$ cat config.mk
export PLATFORM = sky130hd
export DESIGN_NAME = req_splitter_flat
export DESIGN_NICKNAME = d
export VERILOG_FILES = /design/src/rtl/lynxTypes.sv /design/src/rtl/metaIntf.sv /design/src/rtl/req_chunk_calc.sv /design/src/rtl/req_splitter.sv /design/src/flat_wrapper.sv
export SDC_FILE = /design/constraint.sdc
export NUM_CORES = 1
export LEC_CHECK = 0
export CAP_MARGIN = 25
export CORE_MARGIN = 2
export CORE_UTILIZATION = 35
export CTS_CLUSTER_DIAMETER = 30
export DETAILED_ROUTE_END_ITERATION = 10
export GPL_ROUTABILITY_DRIVEN = 1
export PLACE_DENSITY = 0.68
export REMOVE_ABC_BUFFERS = 1
export SLEW_MARGIN = 15
export SYNTH_ARGS = -nofsm -noshare
export SYNTH_HDL_FRONTEND = slang
export SYNTH_SLANG_ARGS = --single-unit
$ cat constraint.sdc
create_clock -name aclk -period 3.15 [get_ports aclk]
set_clock_uncertainty 0.2 [all_clocks]
set_input_delay 0.945 -clock aclk [delete_from_list [all_inputs] [get_ports aclk]]
set_output_delay 0.945 -clock aclk [all_outputs]
set_load 0.1 [all_outputs]
$ cat src/rtl/lynxTypes.sv
// Shared user-side request types and widths.
// Contents: address/length widths, PMTU, chunk counter width, the req_t request
// record and the splitter state encoding.
package lynxTypes;

    localparam int unsigned VADDR_BITS         = 48;
    localparam int unsigned LEN_BITS           = 28;
    localparam int unsigned PMTU_BYTES         = 4096;
    localparam int unsigned REQ_CHUNK_CNT_BITS = 16;

    localparam int unsigned OPCODE_BITS = 5;
    localparam int unsigned PID_BITS    = 6;
    localparam int unsigned VFID_BITS   = 1;
    localparam int unsigned DEST_BITS   = 4;
    localparam int unsigned STRM_BITS   = 2;
    localparam int unsigned OFFS_BITS   = 6;

    typedef struct packed {
        logic [OPCODE_BITS-1:0] opcode;
        logic                   mode;
        logic                   rdma;
        logic                   remote;
        logic [PID_BITS-1:0]    pid;
        logic [VFID_BITS-1:0]   vfid;
        logic [DEST_BITS-1:0]   dest;
        logic [STRM_BITS-1:0]   strm;
        logic                   host;
        logic                   actv;
        logic [OFFS_BITS-1:0]   offs;
        logic [VADDR_BITS-1:0]  vaddr;
        logic [LEN_BITS-1:0]    len;
        logic                   last;
    } req_t;

    typedef enum logic {
        ST_IDLE,
        ST_SPLIT
    } splitter_state_t;

endpackage

$ cat src/rtl/metaIntf.sv
// Valid/ready metadata channel carrying one req_t per handshake.
// Signals: valid, ready, data (req_t).
// Modports: s (sink: receives valid/data, drives ready),
//           m (source: drives valid/data, receives ready).
interface metaIntf;
    import lynxTypes::*;

    logic valid;
    logic ready;
    req_t data;

    modport s (input valid, input data, output ready);
    modport m (output valid, output data, input ready);

endinterface

$ cat src/rtl/req_chunk_calc.sv
// Combinational chunk-length calculator shared by the accept and advance paths.
// Ports:
//   raddr_lo  - low PARSE_BITS of the running address (only the offset matters)
//   rlen      - remaining length of the request
//   align     - 1: chunk stops at the next PARSE_SIZE boundary
//   clen      - length of the chunk starting at raddr
//   is_final  - this chunk consumes all remaining bytes
module req_chunk_calc
    import lynxTypes::*;
#(
    parameter int unsigned PARSE_SIZE = PMTU_BYTES,
    parameter int unsigned PARSE_BITS = $clog2(PARSE_SIZE)
) (
    input  logic [PARSE_BITS-1:0] raddr_lo,
    input  logic [LEN_BITS-1:0]   rlen,
    input  logic                  align,
    output logic [LEN_BITS-1:0]   clen,
    output logic                  is_final
);

    logic [LEN_BITS-1:0] limit;

    always_comb begin
        // Bytes available before the boundary; offset 0 gives a full PARSE_SIZE.
        limit    = align ? (LEN_BITS'(PARSE_SIZE) - LEN_BITS'(raddr_lo))
                         : LEN_BITS'(PARSE_SIZE);
        clen     = (rlen < limit) ? rlen : limit;
        is_final = (rlen <= limit);
    end

endmodule

$ cat src/rtl/req_splitter.sv
// Splits one user request into a stream of chunk requests of at most PARSE_SIZE bytes,
// one chunk per cycle, with no bubble between consecutive requests.
// Build option: define REQ_SPLIT_ALIGN_EN to make chunks end on PARSE_SIZE boundaries
// of the virtual address (no chunk crosses a boundary); otherwise chunks are PARSE_SIZE
// long from vaddr and only the last one is shorter.
// Ports:
//   aclk, aresetn - clock, synchronous active-low reset
//   s_req         - incoming request (metaIntf sink)
//   m_req         - outgoing chunk requests (metaIntf source, registered)
//   busy          - a request is being split (acceptance until final chunk handshake)
//   chunk_cnt     - chunks emitted for the current/most recent request, saturating
module req_splitter
    import lynxTypes::*;
#(
    parameter int unsigned PARSE_SIZE = PMTU_BYTES,
    parameter int unsigned PARSE_BITS = $clog2(PARSE_SIZE)
) (
    input  logic                          aclk,
    input  logic                          aresetn,
    metaIntf.s                            s_req,
    metaIntf.m                            m_req,
    output logic                          busy,
    output logic [REQ_CHUNK_CNT_BITS-1:0] chunk_cnt
);

`ifdef REQ_SPLIT_ALIGN_EN
    localparam logic ALIGN = 1'b1;
`else
    localparam logic ALIGN = 1'b0;
`endif

    splitter_state_t state_q, state_d;
    logic [VADDR_BITS-1:0]         raddr_q, raddr_d;
    logic [LEN_BITS-1:0]           rlen_q, rlen_d;
    req_t                          out_q, out_d;
    logic                          last_q, last_d;
    logic                          final_q, final_d;
    logic [REQ_CHUNK_CNT_BITS-1:0] cnt_q, cnt_d;

    logic                  accept;
    logic                  m_hs;
    logic [VADDR_BITS-1:0] adv_addr;
    logic [LEN_BITS-1:0]   adv_len;
    logic [VADDR_BITS-1:0] calc_addr;
    logic [LEN_BITS-1:0]   calc_len;
    logic [LEN_BITS-1:0]   clen;
    logic                  is_final;

    // Combinational ready lets a new request load in the final-chunk cycle.
    assign s_req.ready = aresetn & ((state_q == ST_IDLE) | (final_q & m_req.ready));
    assign accept      = s_req.valid & s_req.ready;
    assign m_hs        = (state_q == ST_SPLIT) & m_req.ready;

    // raddr_q/rlen_q describe the chunk currently in out_q; advance past it.
    assign adv_addr  = raddr_q + VADDR_BITS'(out_q.len);
    assign adv_len   = rlen_q - out_q.len;
    assign calc_addr = accept ? s_req.data.vaddr : adv_addr;
    assign calc_len  = accept ? s_req.data.len : adv_len;

    req_chunk_calc #(
        .PARSE_SIZE (PARSE_SIZE),
        .PARSE_BITS (PARSE_BITS)
    ) u_chunk_calc (
        .raddr_lo (calc_addr[PARSE_BITS-1:0]),
        .rlen     (calc_len),
        .align    (ALIGN),
        .clen     (clen),
        .is_final (is_final)
    );

    always_comb begin
        state_d = state_q;
        raddr_d = raddr_q;
        rlen_d  = rlen_q;
        out_d   = out_q;
        last_d  = last_q;
        final_d = final_q;
        cnt_d   = cnt_q;

        if (accept) begin
            state_d     = ST_SPLIT;
            raddr_d     = s_req.data.vaddr;
            rlen_d      = s_req.data.len;
            out_d       = s_req.data;
            out_d.len   = clen;
            out_d.last  = s_req.data.last & is_final;
            last_d      = s_req.data.last;
            final_d     = is_final;
            cnt_d       = REQ_CHUNK_CNT_BITS'(1);
        end else if (m_hs) begin
            if (final_q) begin
                state_d = ST_IDLE;
            end else begin
                raddr_d     = adv_addr;
                rlen_d      = adv_len;
                out_d.vaddr = adv_addr;
                out_d.len   = clen;
                out_d.last  = last_q & is_final;
                final_d     = is_final;
                cnt_d       = (cnt_q == '1) ? cnt_q : cnt_q + 1'b1;
            end
        end
    end

    always_ff @(posedge aclk) begin
        if (!aresetn) begin
            state_q <= ST_IDLE;
            raddr_q <= '0;
            rlen_q  <= '0;
            out_q   <= '0;
            last_q  <= 1'b0;
            final_q <= 1'b0;
            cnt_q   <= '0;
        end else begin
            state_q <= state_d;
            raddr_q <= raddr_d;
            rlen_q  <= rlen_d;
            out_q   <= out_d;
            last_q  <= last_d;
            final_q <= final_d;
            cnt_q   <= cnt_d;
        end
    end

    assign m_req.valid = (state_q == ST_SPLIT);
    assign m_req.data  = out_q;
    assign busy        = (state_q == ST_SPLIT);
    assign chunk_cnt   = cnt_q;

endmodule

$ cat src/flat_wrapper.sv
// flat-port wrapper written by rule: the top's interface ports become plain ports
module req_splitter_flat import lynxTypes::*;
#(
    parameter int unsigned PARSE_SIZE = PMTU_BYTES,
    parameter int unsigned PARSE_BITS = $clog2(PARSE_SIZE)
)
  (aclk, aresetn, busy, chunk_cnt, s_req_valid, s_req_data, s_req_ready, m_req_valid, m_req_data, m_req_ready);
  metaIntf s_req_i ();
  metaIntf m_req_i ();
  input  logic aclk;
  input  logic aresetn;
  output logic busy;
  output logic [REQ_CHUNK_CNT_BITS-1:0] chunk_cnt;
  input wire logic [$bits(s_req_i.valid)-1:0] s_req_valid;
  input wire logic [$bits(s_req_i.data)-1:0] s_req_data;
  output wire logic [$bits(s_req_i.ready)-1:0] s_req_ready;
  output wire logic [$bits(m_req_i.valid)-1:0] m_req_valid;
  output wire logic [$bits(m_req_i.data)-1:0] m_req_data;
  input wire logic [$bits(m_req_i.ready)-1:0] m_req_ready;
  assign s_req_i.valid = s_req_valid;
  assign s_req_i.data = s_req_data;
  assign s_req_ready = s_req_i.ready;
  assign m_req_valid = m_req_i.valid;
  assign m_req_data = m_req_i.data;
  assign m_req_i.ready = m_req_ready;
  req_splitter #(.PARSE_SIZE(PARSE_SIZE), .PARSE_BITS(PARSE_BITS)) u_core (.aclk(aclk), .aresetn(aresetn), .s_req(s_req_i), .m_req(m_req_i), .busy(busy), .chunk_cnt(chunk_cnt));
endmodule
==> results.md <==
* Vias in the first global route at 10400
* Final Cell Area at 14900 sq um
* Initial Util at 35.5%
* Post-detail-place hpwl at 26600 microns
* Slew Viols, Final at 0
* All-Layer GR Usage at 24.2%
* Vias per cell at 5.38
* Yosys reg bits at 153
* Top_reg_cell synth: dfxtp_1
* Core area at 26900 sq um
* First-pass GRT wire length at 55400 microns
* Violations in the final reports: setup timing
* I/O Buffers at 234
* Row cnt at 60
* Die Height at 169 microns
* Worst-Skew Late Latency at 0.44 ns
* Post-DP Area at 13600 sq um
* Final nets at 1840
* RSZ-0062 raised after global routing: true
* Register area at 3070 sq um
* Final setup vio count at 27
* Period minus WS final at 3.69 ns
* Worst-path clk slew at 0.07 ns
* Root Buffer: clkbuf_16
* Antenna-violating nets left at 0
* EDFF count, synth at 0
* Number of max-cap violations at 0
* Status: complete, but fails checks
* Sequential element share of the synthesized area at 32.1%
* Largest net degree at the start of global routing at 82
* Worst Path Required at 3.32 ns
* Area Growth Syn to Fin at 56.6%
* Post-synth top area cell: dfxtp_1
* TritonCTS Buffers at 17
* Final WL at 35900 microns
* Final Hold Fails at 0
* Critical Path Start Type: flip-flop
* Tightest Pin Transition at 0.722 ns
* Mean Syn Cell Area at 7.73 sq um
* Final Wtd Congestion at 0.974
* Cells after synthesis at 1234
* TritonCTS clock tree: yes
* FILL cells at 2407
* Die area at 28600 sq um
* Final Util at 55.6%
* Delay-heaviest family, CP: simple AND/OR/NAND/NOR gates
* FFs w/ async S/R, synth at 0%
* Final cell count without fillers at 2026
* Total grt overflow at 0
* Via count at 10900
* Distinct cells, synth at 88
* I/O pin cnt at 235
* Slew margin rel. at 51.3%
* Initial antenna violation count at 0
* Setup WS pre-CTS at -0.818 ns
* DR DRC count at 0
* WP buf/inv at 3
* Crit-path slowest cell: or4_1
* Drt first pass iters at 8
* Fmax at 271 MHz
* PnR worst setup slack at -0.544 ns
* Cell Pwr Density at 535 nW/um^2
* Clock Tree Buf Depth at 2
* Footprint of the multi-input gates at 6600 sq um
* Final worst path period share at 117%
* Yosys Warn Count at 0
* Leak at 6.60 nW
* Antenna Cells at 0
* Worst-path fanout max at 3
* Placed insts at 1977
* Top-area cell type share of the netlist area at 32.1%
* Largest cells by area after synthesis: dfxtp_1, ha_1, nand2_1
* Htree depth at 4
* CP arrival at 3.87 ns
* Synthesized cell area at 9540 sq um
* Most Frequent Cell on Critical Path: inv_2
* CP Cell Sequence: inv_2, ha_4, inv_2, fa_2, a211o_1, a221o_4, buf_6, xnor2_2, a21oi_2, or4_1, or4b_4, o31ai_2, nand4b_1, o21ai_1
* Max VDD drop at 0.367 mV
* Chip Width at 169 microns
* Initial detailed-routing violation count at 757
* WL/cell at 17.7 microns
* Hold Path Class: reg -> reg
* Crit. End Element: flip-flop
* Share of cells above drive strength 1 at 31.5%
* Slowest cell delay on critical path at 0.52 ns
* Worst Setup Path Type: reg -> reg
* CTS sink count at 153
## registers in the layout, summed over array words and instances, names as in the netlist
register / count
u_core.m_req.data: 58
u_core.raddr_q: 48
u_core.rlen_q: 28
u_core.chunk_cnt: 16
u_core.busy: 1
u_core.final_q: 1
u_core.last_q: 1
## kinds of logic after synthesis
logic type               share of synthesized area, %
XOR/XNOR                                         5.40
flip-flops                                       32.1
AO/OA/AOI/OAI                                    24.9
adder cells (fa/ha/maj)                          7.76
buffers and inverters                            5.27
multiplexers                                    0.879
AND/OR/NAND/NOR                                  23.7
## routing by layer
layer  GRT usage [%]  wire length, microns
met1            32.6                 16000
met4            8.77                  1110
met5               0                     0
met3            3.09                  2000
met2            39.9                 16700
## worst paths after layout
check	start	end	slack [ns]	cells past startpoint
max	u_core.rlen_q[0]	u_core.final_q	-0.54	14
max reg2reg	u_core.rlen_q[0]	u_core.final_q	-0.54	14
min	u_core.m_req.data[83]	u_core.m_req.data[83]	0.25	2
min reg2reg	u_core.m_req.data[83]	u_core.m_req.data[83]	0.25	2
## cell usage in the layout (no fill, tap or decap), types with 33 or more instances in the layout
cell / instances
a22oi_1: 33
o21ai_0: 67
dfxtp_1: 148
buf_4: 355
nand2_1: 183
nand3_1: 50
nor2_1: 87
clkdlybuf4s50_1: 107
ha_1: 48
a21oi_1: 105
inv_1: 38
## metrics by stage
stage | power (mW) | setup TNS [ns] | hold WS (ns)
finish | 7.99 | -8.47 | 0.255
global route | 8.37 | -12.59 | 0.274
CTS | 7.88 | -8.44 | 0.258
detailed placement | 5.56 | -31.11 | 0.247
global placement | 5.55 | -26.57 | 0.243
floorplan | 4.11 | -283.58 | 0.240
## layout make-up
class	count	area share [%]
Sequential cell	153	20.6
Timing Repair Buffer	488	27.3
Clock buffer	18	2.94
Clock inverter	14	1.09
Multi-Input combinational cell	970	44.2
Inverter	42	1.06
Tap cell	341	2.86
## synthesized netlist by cell type (4+ instances only)
cell type	instances
a21o_1	18
a211oi_1	12
mux2i_1	7
a211o_1	6
a22oi_1	33
nand3_1	53
o31ai_1	5
a31oi_1	10
buf_6	4
or2_2	6
a41oi_1	4
or3_1	16
buf_2	6
nor4_1	9
nor2b_1	6
o211ai_1	5
a21oi_1	114
nor2_1	98
a32oi_1	5
o21ai_1	12
ha_1	56
inv_1	41
nand2b_1	10
and3_1	12
buf_1	12
nand2_1	186
o22ai_1	6
o21bai_1	4
xnor2_1	25
and4_1	4
clkbuf_1	42
nand4_1	18
or4_1	4
o21ai_0	81
nor3_1	28
o21a_1	12
xor2_1	32
nor3b_1	4
nor4b_1	4
dfxtp_1	153
## power by group
| group | total (mW) | internal (mW) | switching (mW) |
|---|---|---|---|
| combinational | 3.70 | 1.62 | 2.09 |
| clock | 2.15 | 1.21 | 0.939 |
| sequential | 2.14 | 2.05 | 0.0901 |
## worst min-delay path, delay by kind of cell, from the launching register on
family | cells | cell delay, ns
DFF | 1 | 0.31
and+or+nand+nor | 2 | 0.10
## repair_timing
| item | 4_1_cts | 5_1_grt |
|---|---|---|
| hold buffers | 0 | 0 |
| pin swaps | 45 | 47 |
| setup buffers | 10 | 12 |
| gates resized for setup | 74 | 74 |
| endpoints found under the setup margin | 39 | 50 |
| gates cloned | 1 | 0 |
Power figures use the tool's default switching activity.
